==> src/rtl/gate_controller_param.sv <==
// Parametrised parking-gate controller.
// A vehicle at the arrival sensor (s01) opens a PIN session. A correct PIN opens
// the gate and the passage sensor (s02) confirms the vehicle went through. Too many
// wrong PINs raise wrong_pin_alarm. Both sensors active together (tailgating)
// raise lock_alarm. The vehicle counter wraps around. Every output is registered,
// so a change in state shows on the outputs right after the clock edge that causes it.
module gate_controller_param #(
    parameter int PIN_W        = 16,
    parameter int MAX_TRIES    = 3,
    parameter int OPEN_TIMEOUT = 32,
    parameter int CNT_W        = 8,
    parameter int TRY_W        = 2
) (
    input  logic             clk,
    input  logic             rst,
    input  logic             s01,
    input  logic             s02,
    input  logic             pin_valid,
    input  logic [PIN_W-1:0] pin,
    input  logic [PIN_W-1:0] rghtpss,
    output logic             gate,
    output logic             wrong_pin_alarm,
    output logic             lock_alarm,
    output logic [TRY_W-1:0] try_cnt,
    output logic [CNT_W-1:0] vehicle_cnt,
    output logic [2:0]       state
);

    // The open-gate timer counts from 0 up to OPEN_TIMEOUT-1.
    localparam int TIMER_W = $clog2(OPEN_TIMEOUT);

    localparam logic [TIMER_W-1:0] TIMER_LAST = TIMER_W'(OPEN_TIMEOUT - 1);
    localparam logic [TRY_W-1:0]   TRY_LIMIT  = TRY_W'(MAX_TRIES);

    // The encoding is fixed because the state code is visible on the debug port.
    typedef enum logic [2:0] {
        IDLE     = 3'd0,
        WAIT_PIN = 3'd1,
        OPEN     = 3'd2,
        PASS     = 3'd3,
        ALARM    = 3'd4,
        LOCK     = 3'd5
    } state_t;

    state_t             state_q, state_d;
    logic [TRY_W-1:0]   try_q, try_d;
    logic [CNT_W-1:0]   vehicle_q, vehicle_d;
    logic [TIMER_W-1:0] timer_q, timer_d;
    logic               gate_q, gate_d;
    logic               wrong_q, wrong_d;
    logic               lock_q, lock_d;

    // A PIN counts as correct only when every bit matches. No mask is applied.
    logic               pin_ok;
    logic [TRY_W-1:0]   try_inc;

    assign pin_ok  = (pin == rghtpss);
    assign try_inc = try_q + TRY_W'(1);

    // Next-state, counter and registered-output logic.
    always_comb begin
        // NOTE: every variable gets a default before the case statement. A path
        // that leaves a variable unassigned would infer a latch.
        state_d   = state_q;
        try_d     = try_q;
        vehicle_d = vehicle_q;
        timer_d   = timer_q;

        unique case (state_q)
            IDLE: begin
                // PIN strobes have no effect until a vehicle is present.
                if (s01) begin
                    state_d = WAIT_PIN;
                end
            end

            WAIT_PIN: begin
                // A PIN entry wins over the vehicle leaving in the same cycle.
                if (pin_valid) begin
                    if (pin_ok) begin
                        state_d = OPEN;
                        try_d   = '0;
                        timer_d = '0;
                    end else begin
                        try_d = try_inc;
                        if (try_inc == TRY_LIMIT) begin
                            state_d = ALARM;
                        end
                    end
                end else if (!s01) begin
                    state_d = IDLE;
                    try_d   = '0;
                end
            end

            OPEN: begin
                timer_d = timer_q + TIMER_W'(1);
                if (s01 && s02) begin
                    state_d = LOCK;
                end else if (s02) begin
                    // A passage seen on the last timer cycle still counts.
                    state_d = PASS;
                end else if (timer_q == TIMER_LAST) begin
                    state_d = IDLE;
                end
            end

            PASS: begin
                if (s01 && s02) begin
                    state_d = LOCK;
                end else if (!s02) begin
                    state_d   = IDLE;
                    vehicle_d = vehicle_q + CNT_W'(1);
                end
            end

            ALARM: begin
                // Wrong PINs are ignored here and try_cnt stays at the limit.
                if (pin_valid && pin_ok) begin
                    state_d = IDLE;
                    try_d   = '0;
                end
            end

            LOCK: begin
                // The sensors are ignored. Only a correct PIN releases the lock.
                if (pin_valid && pin_ok) begin
                    state_d = IDLE;
                end
            end

            default: begin
                // Codes 6 and 7 are unused. Recover to a clean idle session.
                state_d = IDLE;
                try_d   = '0;
            end
        endcase

        // The outputs are decoded from the next state and then registered (Moore).
        gate_d  = (state_d == OPEN) || (state_d == PASS);
        wrong_d = (state_d == ALARM);
        lock_d  = (state_d == LOCK);
    end

    // State, counters and output flops. An asynchronous reset returns all of them to 0.
    always_ff @(posedge clk or negedge rst) begin
        if (!rst) begin
            state_q   <= IDLE;
            try_q     <= '0;
            vehicle_q <= '0;
            timer_q   <= '0;
            gate_q    <= 1'b0;
            wrong_q   <= 1'b0;
            lock_q    <= 1'b0;
        end else begin
            // NOTE: sequential state uses non-blocking assignments, so every
            // flop samples the values from before the edge.
            state_q   <= state_d;
            try_q     <= try_d;
            vehicle_q <= vehicle_d;
            timer_q   <= timer_d;
            gate_q    <= gate_d;
            wrong_q   <= wrong_d;
            lock_q    <= lock_d;
        end
    end

    assign gate            = gate_q;
    assign wrong_pin_alarm = wrong_q;
    assign lock_alarm      = lock_q;
    assign try_cnt         = try_q;
    assign vehicle_cnt     = vehicle_q;
    assign state           = state_q;

endmodule

==> config.mk <==
export PLATFORM = sky130hd
export DESIGN_NAME = gate_controller_param
export DESIGN_NICKNAME = d
export VERILOG_FILES = /design/src/rtl/gate_controller_param.sv
export SDC_FILE = /design/constraint.sdc
export NUM_CORES = 1
export LEC_CHECK = 0
export ABC_AREA = 1
export CAP_MARGIN = 20
export CORE_ASPECT_RATIO = 1.5
export CORE_MARGIN = 2
export CORE_UTILIZATION = 40
export DETAILED_ROUTE_END_ITERATION = 12
export GPL_ROUTABILITY_DRIVEN = 0
export PLACE_DENSITY = 0.76
export SKIP_CTS_REPAIR_TIMING = 1
export SLEW_MARGIN = 20
export SYNTH_ARGS = -nofsm -noshare
export SYNTH_HDL_FRONTEND = slang
export SYNTH_SLANG_ARGS = --single-unit
export TNS_END_PERCENT = 50
==> constraint.sdc <==
create_clock -name clk -period 1.3 [get_ports clk]
set_input_delay 0.26 -clock clk [delete_from_list [all_inputs] [get_ports clk]]
set_output_delay 0.26 -clock clk [all_outputs]
set_load 0.005 [all_outputs]
Word level (Yosys, flattened, before mapping):

Cells that the tools add are included.

* bits in registers: 21

* $add $sub $neg: 3
* reductions and logical operators: 10
* equal/unequal tests: 16
* bitwise logic cells: 3
* muxes and demuxes: 20

Operators with widths (count)
* $mux 3: 11
* $eq 16x16->1: 1
* $pmux 3 s5: 1
* $eq 3x2->1 const B: 4
* $eq 3x3->1 const B: 4
* $mux 5: 2
* $pmux 5 s2: 1
* $reduce_and 3->1: 3
* $add 8x1->8 const B: 1
* $mux 2: 4
* $ne 2x2->1 const B: 3
* $pmux 2 s3: 1
* $add 5x1->5 const B: 1
* $eq 5x5->1 const B: 1
* $reduce_or 4->1: 1
* $eq 3x1->1 const B: 1
* $logic_not 3->1: 1
* $ne 3x3->1 const B: 1
* $not 1->1: 3
* $add 2x1->2 const B: 1
* $eq 2x2->1 const B: 1
* $logic_and 1x1->1: 2
* $reduce_bool 2->1: 1
* $reduce_or 2->1: 1
* $logic_or 1x1->1: 1

Longest topological paths before layout:

Gate-level depths: netlist of run 1.

* depth in word-level cells: 8
* gate-level depth with buffers: 11
* gate-level depth less buffers: 11

Worst setup path after synthesis of run 1:

OpenSTA, ideal clock, no wires.

* path type: flip-flop to flip-flop
* start point: reg timer_q[0]
* end point: reg gate_q (netlist: gate)
* period minus slack after synthesis: 1.338 ns
* path buffers: 0
* cell stages (with the launch flop): 7
* arrival time: 1.248 ns
* path slack: -0.038 ns
* required time: 1.210 ns
* path through: dfrtp_1 -> ha_1 -> and3_1 -> ha_1 -> nor2_1 -> o21ai_0 -> o221ai_1

* cells in the longest elaborated chain, start to end: 7

RTL lines
* from (decl): line 48 `logic [TIMER_W-1:0] timer_q, timer_d;`
* from (signal assigned): line 161 `timer_q <= timer_d;`
* $eq 5x5->1 (*): line 103 `end else if (timer_q == TIMER_LAST) begin`
* $mux 3 (*): line 103
* $mux 3 (*): line 100 `end else if (s02) begin`
* $mux 3 (*): line 98 `if (s01 && s02) begin`
* $pmux 3 s5 (*): line 69 `unique case (state_q)`
* $eq 3x2->1: line 140 `gate_d = (state_d == OPEN) || (state_d == PASS);`
* $logic_or 1x1->1 (*): line 140
* named net gate_d: line 49 `logic gate_q, gate_d;`
* to (signal assigned): line 162 `gate_q <= gate_d;`
* to (decl): line 49

Mark *: on every way through the listed nets, which the timed path passes. The rest lies on a longest branch.
A chain may end at the register's enable or synchronous reset.

Worst setup path in the final report of run 1:

Same ends and word-level chain as after synthesis.

==> results of run 1 <==
area by class of cell:
type / instances / area [um2] / share of cell area [%]
clock buffers: 3 / 41.3 / 1.63
flip-flops and latches: 21 / 528 / 20.9
clock inverters: 1 / 7.51 / 0.297
repair buffers: 78 / 858 / 34.0
multi-input cells: 142 / 872 / 34.5
inverters: 43 / 166 / 6.59
well taps: 42 / 52.6 / 2.08
sequential cells by signal (all words and copies together) (netlist names):
| name | flops |
|---|---|
| try_cnt | 2 |
| wrong_pin_alarm | 1 |
| timer_q | 5 |
| lock_alarm | 1 |
| vehicle_cnt | 8 |
| gate | 1 |
| state | 3 |
metal layers:
layer / vias to the layer above / track usage [%] / routed length [um]
met5: - / 0 / 0
met4: 0 / 7.69 / 145
met3: 13 / 2.92 / 229
met2: 46 / 32.6 / 2070
met1: 687 / 17.2 / 1460
li1: 782 / - / -
worst reg2reg max path, stage by stage, from the launching register on:
cell and delay, ns:
dfrtp_1 0.39, ha_2 0.20, and3_4 0.19, ha_4 0.16, nor2_4 0.08, o21ai_2 0.09
o221ai_2 0.20
per-stage QoR:
stage | power, mW | setup slack, ns | utilization [%] | cell area, um2
2_1_floorplan | 1.22 | 0.00915 | - | 1420
3_3_place_gp | 1.70 | -0.512 | 62.4 | 2110
3_5_place_dp | 1.73 | -0.559 | 62.4 | 2110
4_1_cts | 2.17 | -0.275 | 63.8 | 2160
5_1_grt | 2.55 | -0.178 | 74.7 | 2530
6_report | 2.40 | -0.0838 | 74.7 | 2530
kinds of logic after synthesis:
logic type / after synthesis / share of synthesized area [%]
XOR/XNOR: 10 / 6.20
AND/OR/NAND/NOR: 120 / 37.7
adder cells (fa/ha/maj): 4 / 3.54
multiplexers: 1 / 0.796
flip-flops: 21 / 37.2
buffers and inverters: 43 / 11.4
AO/OA/AOI/OAI: 7 / 3.19
cell usage after synthesis (all sizes together), types with 2 or more instances:
| cell type | count |
|---|---|
| nand2 | 67 |
| nor3b | 2 |
| xor2 | 8 |
| nand4 | 3 |
| dfrtp | 21 |
| o21ai | 4 |
| nand3 | 6 |
| xnor2 | 2 |
| nor2 | 38 |
| ha | 4 |
| and3 | 2 |
| o221ai | 2 |
| inv | 43 |
how the worst max path moves through the flow:
stage,from,endpoint,slack [ns],depth (start not counted)
final,timer_q[0]$_DFFE_PN0P_,gate$_DFF_PN0_,-0.08,6
after global placement,pin[9],lock_alarm$_DFF_PN0_,-0.51,12
after global routing,state[1]$_DFF_PN0_,lock_alarm$_DFF_PN0_,-0.18,9
after floorplan,timer_q[1]$_DFFE_PN0P_,gate$_DFF_PN0_,0.009,6
after detailed placement,pin[9],wrong_pin_alarm$_DFF_PN0_,-0.56,12
after CTS,pin[12],wrong_pin_alarm$_DFF_PN0_,-0.27,12
report_power, final:
part / total [mW] / internal, mW / switching [mW]
clock: 0.436 / 0.216 / 0.220
sequential: 0.843 / 0.756 / 0.0863
combinational: 1.12 / 0.565 / 0.555
==> flow_summary_export.csv, run 1 <==
group,metric,value,unit
yosys,async_flop_share,100,%
routing,wl,3910,um
yosys,yosys.area.top_type_share,37.2,%
outcome,status,"finished, violations left",
setup_path,cp_top_family,"flip-flops",
global_routing,grt_antenna_before_repair,0,
yosys,synth_cells,206,
yosys,syn-num-nets,247,
routing,route.detailed.drc,0,
floorplan,die_y,76.8,um
setup_path,critPathMaxStageDelay,0.39,ns
sta,timing.hold.ws,0.328,ns
yosys,synth_area,1410,um2
global_routing,grt.total_usage,17.3,%
pwr,cellPowerDensity,950,nW/um2
routing,vias,1528,
global_routing,grt_pass1_vias,1402,
finish,drive_above_1_share,26.0,%
finish,n_antenna_cell,0,
yosys,ys_warn_count,0,
yosys,synth_cell_types,23,
cts,cts_root_buf,"clkbuf_8",
routing,wire_per_inst,11.8,um
setup_path,slowest_stage,"dfrtp_1",
finish,nets,330,
sta,fin_ws,-0.0838,ns
finish,stdcell_count,330,
setup_path,worst-r2r-cell-count,6,
sta,fmax,723,MHz
yosys,synth_edf_count,0,
placed_design,io_buffer_count,52,
sta,maxSlewViolCount,0,
finish,layout_common_cells,"nand2_1, dlymetal6s2s_1, inv_1",
floorplan,dieArea,4040,um2
yosys,post_synth.cell_area_avg,6.86,um2
cts,clkSinkCount,21,
yosys,yosys.area.top_type,"dfrtp_1",
yosys,synthTopCellsByArea,"dfrtp_1, nand2_1, inv_1, nor2_1, xor2_1",
cts,h-tree-depth,1,
pwr,ir_drop,1.09,mV
setup_path,path_cells,"ha_2 > and3_4 > ha_4 > nor2_4 > o21ai_2 > o221ai_2",
sta,fin_crit_sh,106,%
yosys,ys_dominant_reg_cell,"dfrtp_1",
yosys,yosys_register_bits,21,
finish,fillCellCount,241,
setup_path,reg2reg_slack,-0.08,ns
setup_path,end_kind,"flip-flop",
setup_path,worstPathMaxFanout,2,
cts,insertion_delay,0.26,ns
setup_path,cp-start-kind,"flip-flop",
setup_path,arrival,1.56,ns
cts,cts_tree,"yes",
yosys,synth_seq_area_share,37.2,%
floorplan,start_util,41.8,%
routing,viasPerCell,4.63,
cts,numCtsBuffers,3,
cts,cts_max_path_buffers,2,
placed_design,hpwl,2600,um
sta,fin_crit,1.38,ns
pwr,power.leakage,1.79,nW
setup_path,setup.worst_path.class,"reg -> reg",
sta,relSlewSlack,78.6,%
floorplan,placementRows,26,
sta,skew,0.00139,ns
setup_path,crit_required,1.48,ns
sta,fin_setup_tns,-0.497,ns
sta,rsz0062_at_grt,"yes",
setup_path,cp_num_buf_inv,0,
floorplan,io_pins,53,
global_routing,grt_pass1_wl,5350,um
routing,antenna_left,0,
finish,area_growth,78.7,%
routing,drt_iter0_drc,30,
global_routing,grt-ovfl-total,0,
cts,clkTransAtPathRegs,0.08,ns
flow_run,maxCapViolations,0,
sta,hold_viol,0,
finish,final_common_cell,"nand2_1",
outcome,failed_checks,"setup timing",
sta,worst_pin_slew,0.320,ns
floorplan,die_x,52.5,um
floorplan,core_area,3380,um2
placed_design,placedCellCount,316,
sta,setup_viol,12,
setup_path,reg2reg_to,"gate$_DFF_PN0_",
min_path,hp-class,"in -> async",
setup_path,worstReg2RegStart,"timer_q[0]$_DFFE_PN0P_",
routing,dr.pass1.iters,4,
global_routing,grt_max_degree,22,
Power figures use the tool's default switching activity.
==> inputs of run 2 (changes only) <==
--- a/config.mk
+++ b/config.mk
@@ -14,7 +14,6 @@
 export GPL_ROUTABILITY_DRIVEN = 0
 export PLACE_DENSITY = 0.76
 export SKIP_CTS_REPAIR_TIMING = 1
-export SLEW_MARGIN = 20
 export SYNTH_ARGS = -nofsm -noshare
 export SYNTH_HDL_FRONTEND = slang
 export SYNTH_SLANG_ARGS = --single-unit
==> results of run 2 <==
Final layout, timing and power as in run 1 (identical DEF).
==> inputs of run 3 (changes only) <==
--- a/config.mk
+++ b/config.mk
@@ -6,6 +6,7 @@
 export NUM_CORES = 1
 export LEC_CHECK = 0
 export ABC_AREA = 1
+export ABC_CLOCK_PERIOD_IN_PS = 1300
 export CAP_MARGIN = 20
 export CORE_ASPECT_RATIO = 1.5
 export CORE_MARGIN = 2
==> results of run 3 <==
Final layout, timing and power as in run 1 (identical DEF).
